===== config.mk =====
export PLATFORM = sky130hd
export DESIGN_NAME = bram_arb2_flat
export DESIGN_NICKNAME = d
export VERILOG_FILES = /design/src/rtl/bram_arb2_pkg.sv /design/src/rtl/bram_arb2_if.sv /design/src/rtl/bram_arb2_rr_arb2.sv /design/src/rtl/bram_arb2.sv /design/src/flat_wrapper.sv
export SDC_FILE = /design/constraint.sdc
export NUM_CORES = 1
export LEC_CHECK = 0
export ABC_AREA = 0
export CAP_MARGIN = 10
export CORE_MARGIN = 8
export CORE_UTILIZATION = 25
export DETAILED_ROUTE_END_ITERATION = 10
export GPL_TIMING_DRIVEN = 0
export PLACE_DENSITY_LB_ADDON = 0.15
export SYNTH_ARGS = -nofsm -noshare
export SYNTH_HDL_FRONTEND = slang
export SYNTH_HIERARCHICAL = 1
export SYNTH_SLANG_ARGS = --single-unit

===== constraint.sdc =====
create_clock -name CLK -period 2.76 [get_ports CLK]
set_input_delay 0.552 -clock CLK [delete_from_list [all_inputs] [get_ports CLK]]
set_output_delay 0.552 -clock CLK [all_outputs]
set_load 0.005 [all_outputs]

===== src/rtl/bram_arb2_pkg.sv =====
// bram_arb_pkg: shared types for the two-requester BRAM arbiter.
//   req_id_t     - requester identity, also used as the round-robin last pointer
//   ctrl_state_t - controller sequencing states
package bram_arb_pkg;

    localparam int NUM_REQ = 2;

    typedef enum logic {
        REQ_A = 1'b0,
        REQ_B = 1'b1
    } req_id_t;

    typedef enum logic [1:0] {
        WAIT  = 2'd0,
        CLEAR = 2'd1,
        RUN   = 2'd2
    } ctrl_state_t;

endpackage


===== src/rtl/bram_arb2_if.sv =====
// bram_arb2_if: all client-side and BRAM-side handshake signals of bram_arb2.
//   slave  - the arbiter's view (drives RDY/grants, dataOut, BRAM commands, initDone)
//   master - the environment's view (requesters plus the BRAM itself)
// Parameters: width (data bits), depth (BRAM entries, AW = $clog2(depth)).
interface bram_arb2_if #(
    parameter int width = 4,
    parameter int depth = 1024
);
    localparam int AW = $clog2(depth);

    // requester A
    logic             a_write__ENA, a_write__RDY;
    logic [AW-1:0]    a_write_addr;
    logic [width-1:0] a_write_data;
    logic             a_read__ENA, a_read__RDY;
    logic [AW-1:0]    a_read_addr;
    logic [width-1:0] a_dataOut;
    logic             a_dataOut__RDY;

    // requester B
    logic             b_write__ENA, b_write__RDY;
    logic [AW-1:0]    b_write_addr;
    logic [width-1:0] b_write_data;
    logic             b_read__ENA, b_read__RDY;
    logic [AW-1:0]    b_read_addr;
    logic [width-1:0] b_dataOut;
    logic             b_dataOut__RDY;

    // BRAM ports
    logic             mem_write__ENA, mem_write__RDY;
    logic [AW-1:0]    mem_write_addr;
    logic [width-1:0] mem_write_data;
    logic             mem_read__ENA, mem_read__RDY;
    logic [AW-1:0]    mem_read_addr;
    logic [width-1:0] mem_dataOut;
    logic             mem_dataOut__RDY;

    logic             initDone;

    modport slave (
        input  a_write__ENA, a_write_addr, a_write_data, a_read__ENA, a_read_addr,
        input  b_write__ENA, b_write_addr, b_write_data, b_read__ENA, b_read_addr,
        input  mem_write__RDY, mem_read__RDY, mem_dataOut, mem_dataOut__RDY,
        output a_write__RDY, a_read__RDY, a_dataOut, a_dataOut__RDY,
        output b_write__RDY, b_read__RDY, b_dataOut, b_dataOut__RDY,
        output mem_write__ENA, mem_write_addr, mem_write_data,
        output mem_read__ENA, mem_read_addr, initDone
    );

    modport master (
        output a_write__ENA, a_write_addr, a_write_data, a_read__ENA, a_read_addr,
        output b_write__ENA, b_write_addr, b_write_data, b_read__ENA, b_read_addr,
        output mem_write__RDY, mem_read__RDY, mem_dataOut, mem_dataOut__RDY,
        input  a_write__RDY, a_read__RDY, a_dataOut, a_dataOut__RDY,
        input  b_write__RDY, b_read__RDY, b_dataOut, b_dataOut__RDY,
        input  mem_write__ENA, mem_write_addr, mem_write_data,
        input  mem_read__ENA, mem_read_addr, initDone
    );

endinterface


===== src/rtl/bram_arb2_rr_arb2.sv =====
// rr_arb2: two-way round-robin grant with a last-winner pointer.
//   CLK, nRST - clock, synchronous active-low reset
//   en        - grant enable (port ready and controller running)
//   req[1:0]  - request per requester (bit 0 = A, bit 1 = B)
//   gnt[1:0]  - one-hot grant, combinational from req
//   gnt_id    - identity of the granted requester (A when nothing granted)
module rr_arb2
    import bram_arb_pkg::*;
(
    input  logic               CLK,
    input  logic               nRST,
    input  logic               en,
    input  logic [NUM_REQ-1:0] req,
    output logic [NUM_REQ-1:0] gnt,
    output req_id_t            gnt_id
);

    req_id_t last;

    // Reset to B so that A wins the first contention.
    always_ff @(posedge CLK) begin
        if (!nRST)     last <= REQ_B;
        else if (|gnt) last <= gnt_id;
    end

    always_comb begin
        gnt = '0;
        if (en) begin
            if (&req) gnt = (last == REQ_B) ? 2'b01 : 2'b10;
            else      gnt = req;
        end
    end

    assign gnt_id = gnt[1] ? REQ_B : REQ_A;

endmodule


===== src/rtl/bram_arb2.sv =====
// bram_arb2: arbiter/sequencer sharing one BRAM (independent 1-cycle-latency
// read port and write port) between requesters A and B.
//   CLK, nRST - clock, synchronous active-low reset
//   bus       - bram_arb2_if.slave: client write/read requests and grants,
//               per-client read data + one-cycle valid pulse, BRAM write/read
//               command ports, BRAM read data, initDone.
// Writes and reads are arbitrated independently, round-robin, so one write and
// one read can be granted in the same cycle. Read data is routed back to the
// issuing requester and held until its next response.
// Optional feature: define BRAM_ARB_CLEAR_EN to fill every entry with
// INIT_VALUE after reset before client traffic is accepted.
module bram_arb2
    import bram_arb_pkg::*;
#(
    parameter int               width      = 4,
    parameter int               depth      = 1024,
    parameter logic [width-1:0] INIT_VALUE = '0
) (
    input logic       CLK,
    input logic       nRST,
    bram_arb2_if.slave bus
);

    localparam int AW = $clog2(depth);

    ctrl_state_t state, state_nx;
    logic        run;
    logic [AW-1:0] clr_addr;
    logic        clr_last;

    logic [NUM_REQ-1:0]            wreq, wgnt, rreq, rgnt;
    logic [NUM_REQ-1:0][AW-1:0]    waddr, raddr;
    logic [NUM_REQ-1:0][width-1:0] wdata, dout;
    logic [NUM_REQ-1:0]            dout_rdy, rsp_lane;
    req_id_t                       wgnt_id, rgnt_id, rsp_id;
    logic                          wsel, rsel, rsp_valid;

    logic             mem_we;
    logic [AW-1:0]    mem_wa;
    logic [width-1:0] mem_wd;

    // ---------------- controller FSM ----------------
    always_ff @(posedge CLK) begin
        if (!nRST) state <= WAIT;
        else       state <= state_nx;
    end

    always_comb begin
        state_nx = state;
        case (state)
`ifdef BRAM_ARB_CLEAR_EN
            WAIT:    state_nx = CLEAR;
`else
            WAIT:    state_nx = RUN;
`endif
            CLEAR:   if (clr_last) state_nx = RUN;
            RUN:     state_nx = RUN;
            default: state_nx = WAIT;
        endcase
    end

    // Write port owner: the clear sweep in CLEAR (ignores mem_write__RDY),
    // the granted requester in RUN, nobody otherwise.
    always_comb begin
        run    = 1'b0;
        mem_we = 1'b0;
        mem_wa = '0;
        mem_wd = '0;
        case (state)
            CLEAR: begin
                mem_we = 1'b1;
                mem_wa = clr_addr;
                mem_wd = INIT_VALUE;
            end
            RUN: begin
                run    = 1'b1;
                mem_we = |wgnt;
                mem_wa = waddr[wsel];
                mem_wd = wdata[wsel];
            end
            default: ;
        endcase
    end

`ifdef BRAM_ARB_CLEAR_EN
    // Sweep pointer; a reset mid-clear restarts the sweep from 0.
    always_ff @(posedge CLK) begin
        if (!nRST)               clr_addr <= '0;
        else if (state == CLEAR) clr_addr <= clr_addr + 1'b1;
    end
    assign clr_last = (clr_addr == AW'(depth - 1));
`else
    assign clr_addr = '0;
    assign clr_last = 1'b1;
`endif

    // ---------------- arbitration ----------------
    assign wreq  = {bus.b_write__ENA, bus.a_write__ENA};
    assign rreq  = {bus.b_read__ENA,  bus.a_read__ENA};
    assign waddr = {bus.b_write_addr, bus.a_write_addr};
    assign wdata = {bus.b_write_data, bus.a_write_data};
    assign raddr = {bus.b_read_addr,  bus.a_read_addr};

    rr_arb2 u_wr_arb (
        .CLK    (CLK),
        .nRST   (nRST),
        .en     (run && bus.mem_write__RDY),
        .req    (wreq),
        .gnt    (wgnt),
        .gnt_id (wgnt_id)
    );

    rr_arb2 u_rd_arb (
        .CLK    (CLK),
        .nRST   (nRST),
        .en     (run && bus.mem_read__RDY),
        .req    (rreq),
        .gnt    (rgnt),
        .gnt_id (rgnt_id)
    );

    assign wsel = (wgnt_id == REQ_B);
    assign rsel = (rgnt_id == REQ_B);

    assign bus.a_write__RDY = wgnt[0];
    assign bus.b_write__RDY = wgnt[1];
    assign bus.a_read__RDY  = rgnt[0];
    assign bus.b_read__RDY  = rgnt[1];

    assign bus.mem_write__ENA = mem_we;
    assign bus.mem_write_addr = mem_wa;
    assign bus.mem_write_data = mem_wd;
    assign bus.mem_read__ENA  = |rgnt;
    assign bus.mem_read_addr  = raddr[rsel];
    assign bus.initDone       = (state == RUN);

    // ---------------- response routing ----------------
    // Remember who owns the read in flight; the BRAM answers next cycle.
    always_ff @(posedge CLK) begin
        if (!nRST) begin
            rsp_valid <= 1'b0;
            rsp_id    <= REQ_A;
        end else begin
            rsp_valid <= |rgnt;
            rsp_id    <= rgnt_id;
        end
    end

    assign rsp_lane = !(rsp_valid && bus.mem_dataOut__RDY) ? 2'b00 :
                      (rsp_id == REQ_B) ? 2'b10 : 2'b01;

    // Reset has priority, so a response arriving during reset is dropped.
    always_ff @(posedge CLK) begin
        if (!nRST) begin
            dout     <= '0;
            dout_rdy <= '0;
        end else begin
            dout_rdy <= rsp_lane;
            for (int i = 0; i < NUM_REQ; i++)
                if (rsp_lane[i]) dout[i] <= bus.mem_dataOut;
        end
    end

    assign bus.a_dataOut      = dout[0];
    assign bus.b_dataOut      = dout[1];
    assign bus.a_dataOut__RDY = dout_rdy[0];
    assign bus.b_dataOut__RDY = dout_rdy[1];

endmodule


===== src/flat_wrapper.sv =====
// flat-port wrapper written by rule: the top's interface ports become plain ports
module bram_arb2_flat import bram_arb_pkg::*;
#(
    parameter int               width      = 4,
    parameter int               depth      = 1024,
    parameter logic [width-1:0] INIT_VALUE = '0
)
  (CLK, nRST, bus_a_write__ENA, bus_a_write_addr, bus_a_write_data, bus_a_read__ENA, bus_a_read_addr, bus_b_write__ENA, bus_b_write_addr, bus_b_write_data, bus_b_read__ENA, bus_b_read_addr, bus_mem_write__RDY, bus_mem_read__RDY, bus_mem_dataOut, bus_mem_dataOut__RDY, bus_a_write__RDY, bus_a_read__RDY, bus_a_dataOut, bus_a_dataOut__RDY, bus_b_write__RDY, bus_b_read__RDY, bus_b_dataOut, bus_b_dataOut__RDY, bus_mem_write__ENA, bus_mem_write_addr, bus_mem_write_data, bus_mem_read__ENA, bus_mem_read_addr, bus_initDone);
  bram_arb2_if #(.width(width), .depth(depth)) bus_i ();
  input logic CLK;
  input logic nRST;
  input wire logic [$bits(bus_i.a_write__ENA)-1:0] bus_a_write__ENA;
  input wire logic [$bits(bus_i.a_write_addr)-1:0] bus_a_write_addr;
  input wire logic [$bits(bus_i.a_write_data)-1:0] bus_a_write_data;
  input wire logic [$bits(bus_i.a_read__ENA)-1:0] bus_a_read__ENA;
  input wire logic [$bits(bus_i.a_read_addr)-1:0] bus_a_read_addr;
  input wire logic [$bits(bus_i.b_write__ENA)-1:0] bus_b_write__ENA;
  input wire logic [$bits(bus_i.b_write_addr)-1:0] bus_b_write_addr;
  input wire logic [$bits(bus_i.b_write_data)-1:0] bus_b_write_data;
  input wire logic [$bits(bus_i.b_read__ENA)-1:0] bus_b_read__ENA;
  input wire logic [$bits(bus_i.b_read_addr)-1:0] bus_b_read_addr;
  input wire logic [$bits(bus_i.mem_write__RDY)-1:0] bus_mem_write__RDY;
  input wire logic [$bits(bus_i.mem_read__RDY)-1:0] bus_mem_read__RDY;
  input wire logic [$bits(bus_i.mem_dataOut)-1:0] bus_mem_dataOut;
  input wire logic [$bits(bus_i.mem_dataOut__RDY)-1:0] bus_mem_dataOut__RDY;
  output wire logic [$bits(bus_i.a_write__RDY)-1:0] bus_a_write__RDY;
  output wire logic [$bits(bus_i.a_read__RDY)-1:0] bus_a_read__RDY;
  output wire logic [$bits(bus_i.a_dataOut)-1:0] bus_a_dataOut;
  output wire logic [$bits(bus_i.a_dataOut__RDY)-1:0] bus_a_dataOut__RDY;
  output wire logic [$bits(bus_i.b_write__RDY)-1:0] bus_b_write__RDY;
  output wire logic [$bits(bus_i.b_read__RDY)-1:0] bus_b_read__RDY;
  output wire logic [$bits(bus_i.b_dataOut)-1:0] bus_b_dataOut;
  output wire logic [$bits(bus_i.b_dataOut__RDY)-1:0] bus_b_dataOut__RDY;
  output wire logic [$bits(bus_i.mem_write__ENA)-1:0] bus_mem_write__ENA;
  output wire logic [$bits(bus_i.mem_write_addr)-1:0] bus_mem_write_addr;
  output wire logic [$bits(bus_i.mem_write_data)-1:0] bus_mem_write_data;
  output wire logic [$bits(bus_i.mem_read__ENA)-1:0] bus_mem_read__ENA;
  output wire logic [$bits(bus_i.mem_read_addr)-1:0] bus_mem_read_addr;
  output wire logic [$bits(bus_i.initDone)-1:0] bus_initDone;
  assign bus_i.a_write__ENA = bus_a_write__ENA;
  assign bus_i.a_write_addr = bus_a_write_addr;
  assign bus_i.a_write_data = bus_a_write_data;
  assign bus_i.a_read__ENA = bus_a_read__ENA;
  assign bus_i.a_read_addr = bus_a_read_addr;
  assign bus_i.b_write__ENA = bus_b_write__ENA;
  assign bus_i.b_write_addr = bus_b_write_addr;
  assign bus_i.b_write_data = bus_b_write_data;
  assign bus_i.b_read__ENA = bus_b_read__ENA;
  assign bus_i.b_read_addr = bus_b_read_addr;
  assign bus_i.mem_write__RDY = bus_mem_write__RDY;
  assign bus_i.mem_read__RDY = bus_mem_read__RDY;
  assign bus_i.mem_dataOut = bus_mem_dataOut;
  assign bus_i.mem_dataOut__RDY = bus_mem_dataOut__RDY;
  assign bus_a_write__RDY = bus_i.a_write__RDY;
  assign bus_a_read__RDY = bus_i.a_read__RDY;
  assign bus_a_dataOut = bus_i.a_dataOut;
  assign bus_a_dataOut__RDY = bus_i.a_dataOut__RDY;
  assign bus_b_write__RDY = bus_i.b_write__RDY;
  assign bus_b_read__RDY = bus_i.b_read__RDY;
  assign bus_b_dataOut = bus_i.b_dataOut;
  assign bus_b_dataOut__RDY = bus_i.b_dataOut__RDY;
  assign bus_mem_write__ENA = bus_i.mem_write__ENA;
  assign bus_mem_write_addr = bus_i.mem_write_addr;
  assign bus_mem_write_data = bus_i.mem_write_data;
  assign bus_mem_read__ENA = bus_i.mem_read__ENA;
  assign bus_mem_read_addr = bus_i.mem_read_addr;
  assign bus_initDone = bus_i.initDone;
  bram_arb2 #(.width(width), .depth(depth), .INIT_VALUE(INIT_VALUE)) u_core (.CLK(CLK), .nRST(nRST), .bus(bus_i));
endmodule

* Word level (Yosys, flattened, before mapping)
Cells that the tools add are included.
** Operators by class
- Magnitude comparators :: 2
- Mux-type cells :: 21
- Reduce and logical (&&, ||, !) cells :: 9
- Equality and inequality tests :: 2
** Operator list (number)
- $mux W10 :: 5
- $mux W2 :: 9
- $mux W4 :: 3
- $lt A1 B2 Y1 const B :: 2
- $reduce_and A2 Y1 :: 2
- $reduce_or A2 Y1 :: 2
- $logic_and A1 B1 Y1 :: 3
- $mux W1 :: 3
- $reduce_or A3 Y1 :: 1
- $eq A2 B1 Y1 const B :: 1
- $eq A2 B2 Y1 const B :: 1
- $logic_not A2 Y1 :: 1
- $pmux W1 S2 :: 1
** Storage, ports and cells
- Input port bits :: 61
- Output and inout port bits :: 41
- Word-level logic and storage cells :: 42
- Flip-flop bits (word level) :: 16

* Longest topological paths before layout
- Word-level depth :: 8
- Gate-level depth with buffers :: 8
- Gate-level depth less buffers :: 5

* Modules after synthesis
Netlist, hierarchy kept.
** By module, submodules not included
- bram_arb2 :: seq. area each 260.2 sq um, instances 1, area each 842.1 sq um, cells each 89
- rr_arb2 :: seq. area each 20.0 sq um, instances 2, area each 63.8 sq um, cells each 9

* Worst setup path before layout
No wires, ideal clock.
- Path kind :: reg-to-output
- Start point :: register u_core.state[1]
- End point :: output port bus_mem_read_addr[0]
- Setup slack :: 0.582 ns
- Required time :: 2.208 ns
- Data arrival time :: 1.626 ns
- Buffers on the path :: 2
- Stages on the path, launching flop included :: 7
- Cells stage by stage :: dfxtp_1 > clkbuf_1 > and2_1 > nand2_1 > a21oi_1 > buf_2 > mux2_2
** Between the ends
- Longest elaborated chain between the ends :: 7
** Ends and longest elaborated chain
- from (decl) :: RTL line bram_arb2.sv:26 : ctrl_state_t state, state_nx;
- from (signal assigned) :: RTL line bram_arb2.sv:45 : else state <= state_nx;
- $eq A2 B2 Y1 :: RTL line bram_arb2.sv:69 : case (state)
- $mux W1 :: RTL line bram_arb2.sv:69
- $logic_and A1 B1 Y1 :: RTL line bram_arb2.sv:116 : .en (run && bus.mem_read__RDY),
- $mux W2 :: RTL line bram_arb2_rr_arb2.sv:28 : if (en) begin
- $mux W1 :: RTL line bram_arb2_rr_arb2.sv:34 : assign gnt_id = gnt[1] ? REQ_B : REQ_A;
- named net u_core.rgnt_id :: RTL line bram_arb2.sv:35 : req_id_t wgnt_id, rgnt_id, rsp_id;
- $mux W10 (not written as such) (2 in a row) :: RTL line bram_arb2.sv:134 : assign bus.mem_read_addr = raddr[rsel];
- to (decl) :: RTL line flat_wrapper.sv:38 : output wire logic [$bits(bus_i.mem_read_addr)-1:0] bus_mem_read_addr;
The timed path passes the listed nets, and every way through them passes these cells. The select of a mux whose other input is x is not followed.

* Worst setup path after layout
- Start point :: input port bus_mem_write__RDY
- End point :: output port bus_mem_write_addr[7]
** Between the ends
- Longest elaborated chain between the ends :: 6
** Ends and longest elaborated chain
- from (decl) :: RTL line flat_wrapper.sv:22 : input wire logic [$bits(bus_i.mem_write__RDY)-1:0] bus_mem_write__RDY;
- $logic_and A1 B1 Y1 :: RTL line bram_arb2.sv:107 : .en (run && bus.mem_write__RDY),
- $mux W2 :: RTL line bram_arb2_rr_arb2.sv:28
- $mux W1 :: RTL line bram_arb2_rr_arb2.sv:34
- named net u_core.wgnt_id :: RTL line bram_arb2.sv:35
- $mux W10 (not written as such) (2 in a row) :: RTL line bram_arb2.sv:78 : mem_wa = waddr[wsel];
- $mux W10 :: RTL line bram_arb2.sv:69
- to (decl) :: RTL line flat_wrapper.sv:35 : output wire logic [$bits(bus_i.mem_write_addr)-1:0] bus_mem_write_addr;
The timed path passes the listed nets, and every way through them passes these cells. The select of a mux whose other input is x is not followed.

==> impl_metrics.py <==
metrics = {
    "setup_path": {
        "critical_path.top_delay_family": "buffers and inverters",
        "cp.required_ns": 2.21,
        "worstReg2RegEnd": "u_core/rsp_valid",
        "cp_slowest_cell": "clkdlybuf4s50_1",
        "cp-end-kind": "primary output",
        "path_buf_inv": 4,
        "r2r_cells": 9,
        "ff2ff_setup_slack_ns": 0.99,
        "path_class": "in -> out",
        "slowest_delay_ns": 0.45,
        "crit_chain": "clkdlybuf4s50_1, and2_4, nand2_2, a21oi_2, buf_6, clkbuf_16, mux2i_1, nor2b_1, dlygate4sd2_1",
        "crit_arrival_ns": 2.14,
        "r2r-start": "u_core/state[1]",
        "worstPathMaxFanout": 5,
        "cp-start-kind": "input pin",
    },
    "global_route": {
        "busiest_layer": "met2",
        "grt_use_total": 0.120,
        "grt_pass1_wl_um": 6110,
        "grt_max_degree": 12,
        "grt_overflow_total": 0,
        "use_met3": 0.0718,
        "grtUsageMet2": 0.219,
        "grt_antenna_before_repair": 0,
        "globalRouteMet1Util": 0.107,
        "grt_pass1_vias": 1335,
    },
    "finish": {
        "fin_util": 0.595,
        "diodes": 0,
        "fin_nets": 282,
        "area_delta_synth_final_pct": 126,
        "final_cell_mix": "clkdlybuf4s50_1, mux2i_1, nor2b_1, nand2_1, dfxtp_1",
        "layout_commonest_cell": "clkdlybuf4s50_1",
        "drive_gt1_frac": 0.186,
    },
    "synthesis": {
        "avgSynthCellArea_sq_um": 9.06,
        "synth.area.top_cells": "dfxtp_1, mux2i_1, mux2_2, nor2b_1, nand2_1",
        "synth_top_area_cell": "dfxtp_1",
        "yosysUniqueCellTypes": 20,
        "seq_area_frac_synth": 0.310,
        "synth_seq_cells": 15,
        "syn_inst": 107,
        "ys_warn_count": 6,
        "synth_nets": 168,
        "synthesis.area_sq_um": 970,
        "synth_top_area_frac": 0.310,
    },
    "floorplanning": {
        "dieHeight_um": 78.3,
        "dieArea_sq_mm": 0.00613,
        "coreArea_sq_mm": 0.00369,
        "boundaryPins": 102,
        "die_w_um": 78.3,
        "rows": 22,
        "initial_core_util": 0.263,
    },
    "pwr": {
        "p_sw_w": 0.000133,
        "fin_total_pwr_w": 0.000599,
        "p_int_w": 0.000465,
        "switching_share": 0.223,
        "p_leak_nw": 0.930,
        "clkPwrFrac": 0.283,
        "seqPwrFrac": 0.377,
        "powerDensity_mw_per_mm2": 273,
        "p_comb_frac": 0.340,
        "ir_drop_v": 0.000203,
    },
    "detailed_routing": {
        "routed_wirelength_um": 3990,
        "routed_via_density": 4.52,
        "drt-wirelength-per-cell_um": 14.9,
        "dr.first_iter.drc_count": 29,
        "drc": 0,
        "antenna_left": 0,
        "drtPass1Iterations": 3,
        "vias": 1211,
    },
    "cts": {
        "cts_tree": "done",
        "clockBufferDepth": 2,
        "cts_sinks": 15,
        "numCtsBuffers": 3,
        "hold_buffers": 0,
        "ctsHtreeMaxLevel": 1,
        "cts_root_buffer": "clkbuf_8",
        "path_clk_slew_ns": 0.06,
        "insertion_delay_ns": 0.24,
    },
    "timing": {
        "finalSetupViolCount": 0,
        "relSlewSlack": 0.750,
        "finalClockSkew_ns": 0.00191,
        "tightest_slew_ns": 0.374,
        "fin_crit_sh": 0.976,
        "finalCriticalPeriod_ns": 2.69,
        "hold_violations": 0,
        "slew_violations": 0,
        "hold_slack_ns": 0.454,
        "max_freq_mhz": 371,
    },
    "placed_design": {
        "place.detailed.hpwl_um": 3380,
        "finalWeightedCongestion": 0.796,
        "portBuffers": 101,
    },
    "min_path": {
        "hold_class": "reg -> reg",
        "hold_end": "u_core/dout_rdy[1]",
        "worstHoldPathCells": 2,
        "min_from": "u_core/rsp_id",
    },
    "flow_run": {
        "drv_cap": 0,
    },
    "outcome": {
        "outcome": "finished clean",
    },
}
-- stage by stage --
| step | std cells | cell area (sq um) | TNS [ns] | setup slack, ns |
|---|---|---|---|---|
| 2_1_floorplan | 107 | 970 | 0 | 0.582 |
| 3_3_place_gp | 256 | 2040 | -5.35 | -0.331 |
| 3_5_place_dp | 256 | 2040 | -6.18 | -0.347 |
| 4_1_cts | 266 | 2140 | -0.00945 | -0.00945 |
| 5_1_grt | 268 | 2190 | -0.00123 | -0.00123 |
| 6_report | 268 | 2190 | 0 | 0.0653 |
-- layout make-up --
cell class                 count  area [sq um]
fill                         350          1500
sequential                    15           302
tap                           48          60.1
clock buffer                   3          41.3
multi-input combinational     81           621
timing repair buffer         109          1070
inverter                       3          11.3
clock inverter                 1          5.00
buffer                         8          78.8
-- how the worst max path moves through the flow --
| stage | start | end | slack, ns | cells past startpoint |
|---|---|---|---|---|
| 2_1_floorplan | u_core/state[1] | bus_mem_read_addr[0] | 0.58 | 6 |
| 3_3_place_gp | bus_mem_read__RDY | bus_mem_read_addr[0] | -0.33 | 7 |
| 3_5_place_dp | bus_mem_read__RDY | bus_mem_read_addr[0] | -0.35 | 7 |
| 4_1_cts | bus_mem_read__RDY | bus_mem_read_addr[7] | -0.009 | 9 |
| 5_1_grt | bus_mem_write__RDY | bus_mem_write_addr[2] | -0.001 | 9 |
| 6_report | bus_mem_write__RDY | bus_mem_write_addr[7] | 0.07 | 9 |
-- worst reg2reg max path, cell delays in order, from the launching register on --
cell and delay [ns]:
dfxtp_2 0.35, clkbuf_2 0.18, and2_4 0.17, nand2_2 0.09, a21oi_4 0.04, buf_6 0.12
buf_4 0.13, buf_4 0.12, or2_2 0.29, and2_1 0.15
-- synthesized netlist by cell type (all sizes together) --
library cell,number
nor2,2
buf,7
and3b,1
a31oi,2
and4,2
mux2i,22
o21a,1
nor2b,14
mux2,10
nand2,16
clkbuf,1
a21oi,4
nand3,2
or2,1
inv,3
and2,4
dfxtp,15
-- registers in the layout (all words and copies together) (netlist names) --
name and flops:
u_core/rsp_id 1, u_core/u_wr_arb/last 1, u_core/bus.b_dataOut 4, u_core/u_rd_arb/last 1, u_core/rsp_valid 1, u_core/state 1, u_core/bus.a_dataOut 4, u_core/dout_rdy 2
-- timing repair --
item                                   in CTS  in global routing
cloned                                      1                  1
buffers inserted                            5                  1
resized for setup                          42                 18
endpoints found under the hold margin       0                  0
setup endpoints to repair                  27                 19
-- cells by family (layout without fill, tap and decap cells) --
kind of cell | Yosys count | in the layout | synth area share
muxes | 32 | 32 | 0.343
and+or+nand+nor | 42 | 42 | 0.230
buffers and inverters | 11 | 124 | 0.0761
DFF | 15 | 15 | 0.310
AOI/OAI and AO/OA | 7 | 7 | 0.0413
-- metal layers --
layer  part of all wire  routed length [um]
met5                  0                   0
met2               0.51                2030
met1               0.34                1360
met3               0.13                 519
met4              0.020                  78
-- power groups by stage --
| stage | clock network [W] | registers, W | logic, W |
|---|---|---|---|
| final | 0.000169 | 0.000226 | 0.000203 |
| after global routing | 0.000188 | 0.000227 | 0.000219 |
| after CTS | 0.000178 | 0.000226 | 0.000200 |
| after detailed placement | 0 | 0.000230 | 0.000208 |
| after global placement | 0 | 0.000230 | 0.000204 |
| after floorplan | 0 | 0.000229 | 0.0000562 |
Note: power is estimated with default switching activity, not from simulation.
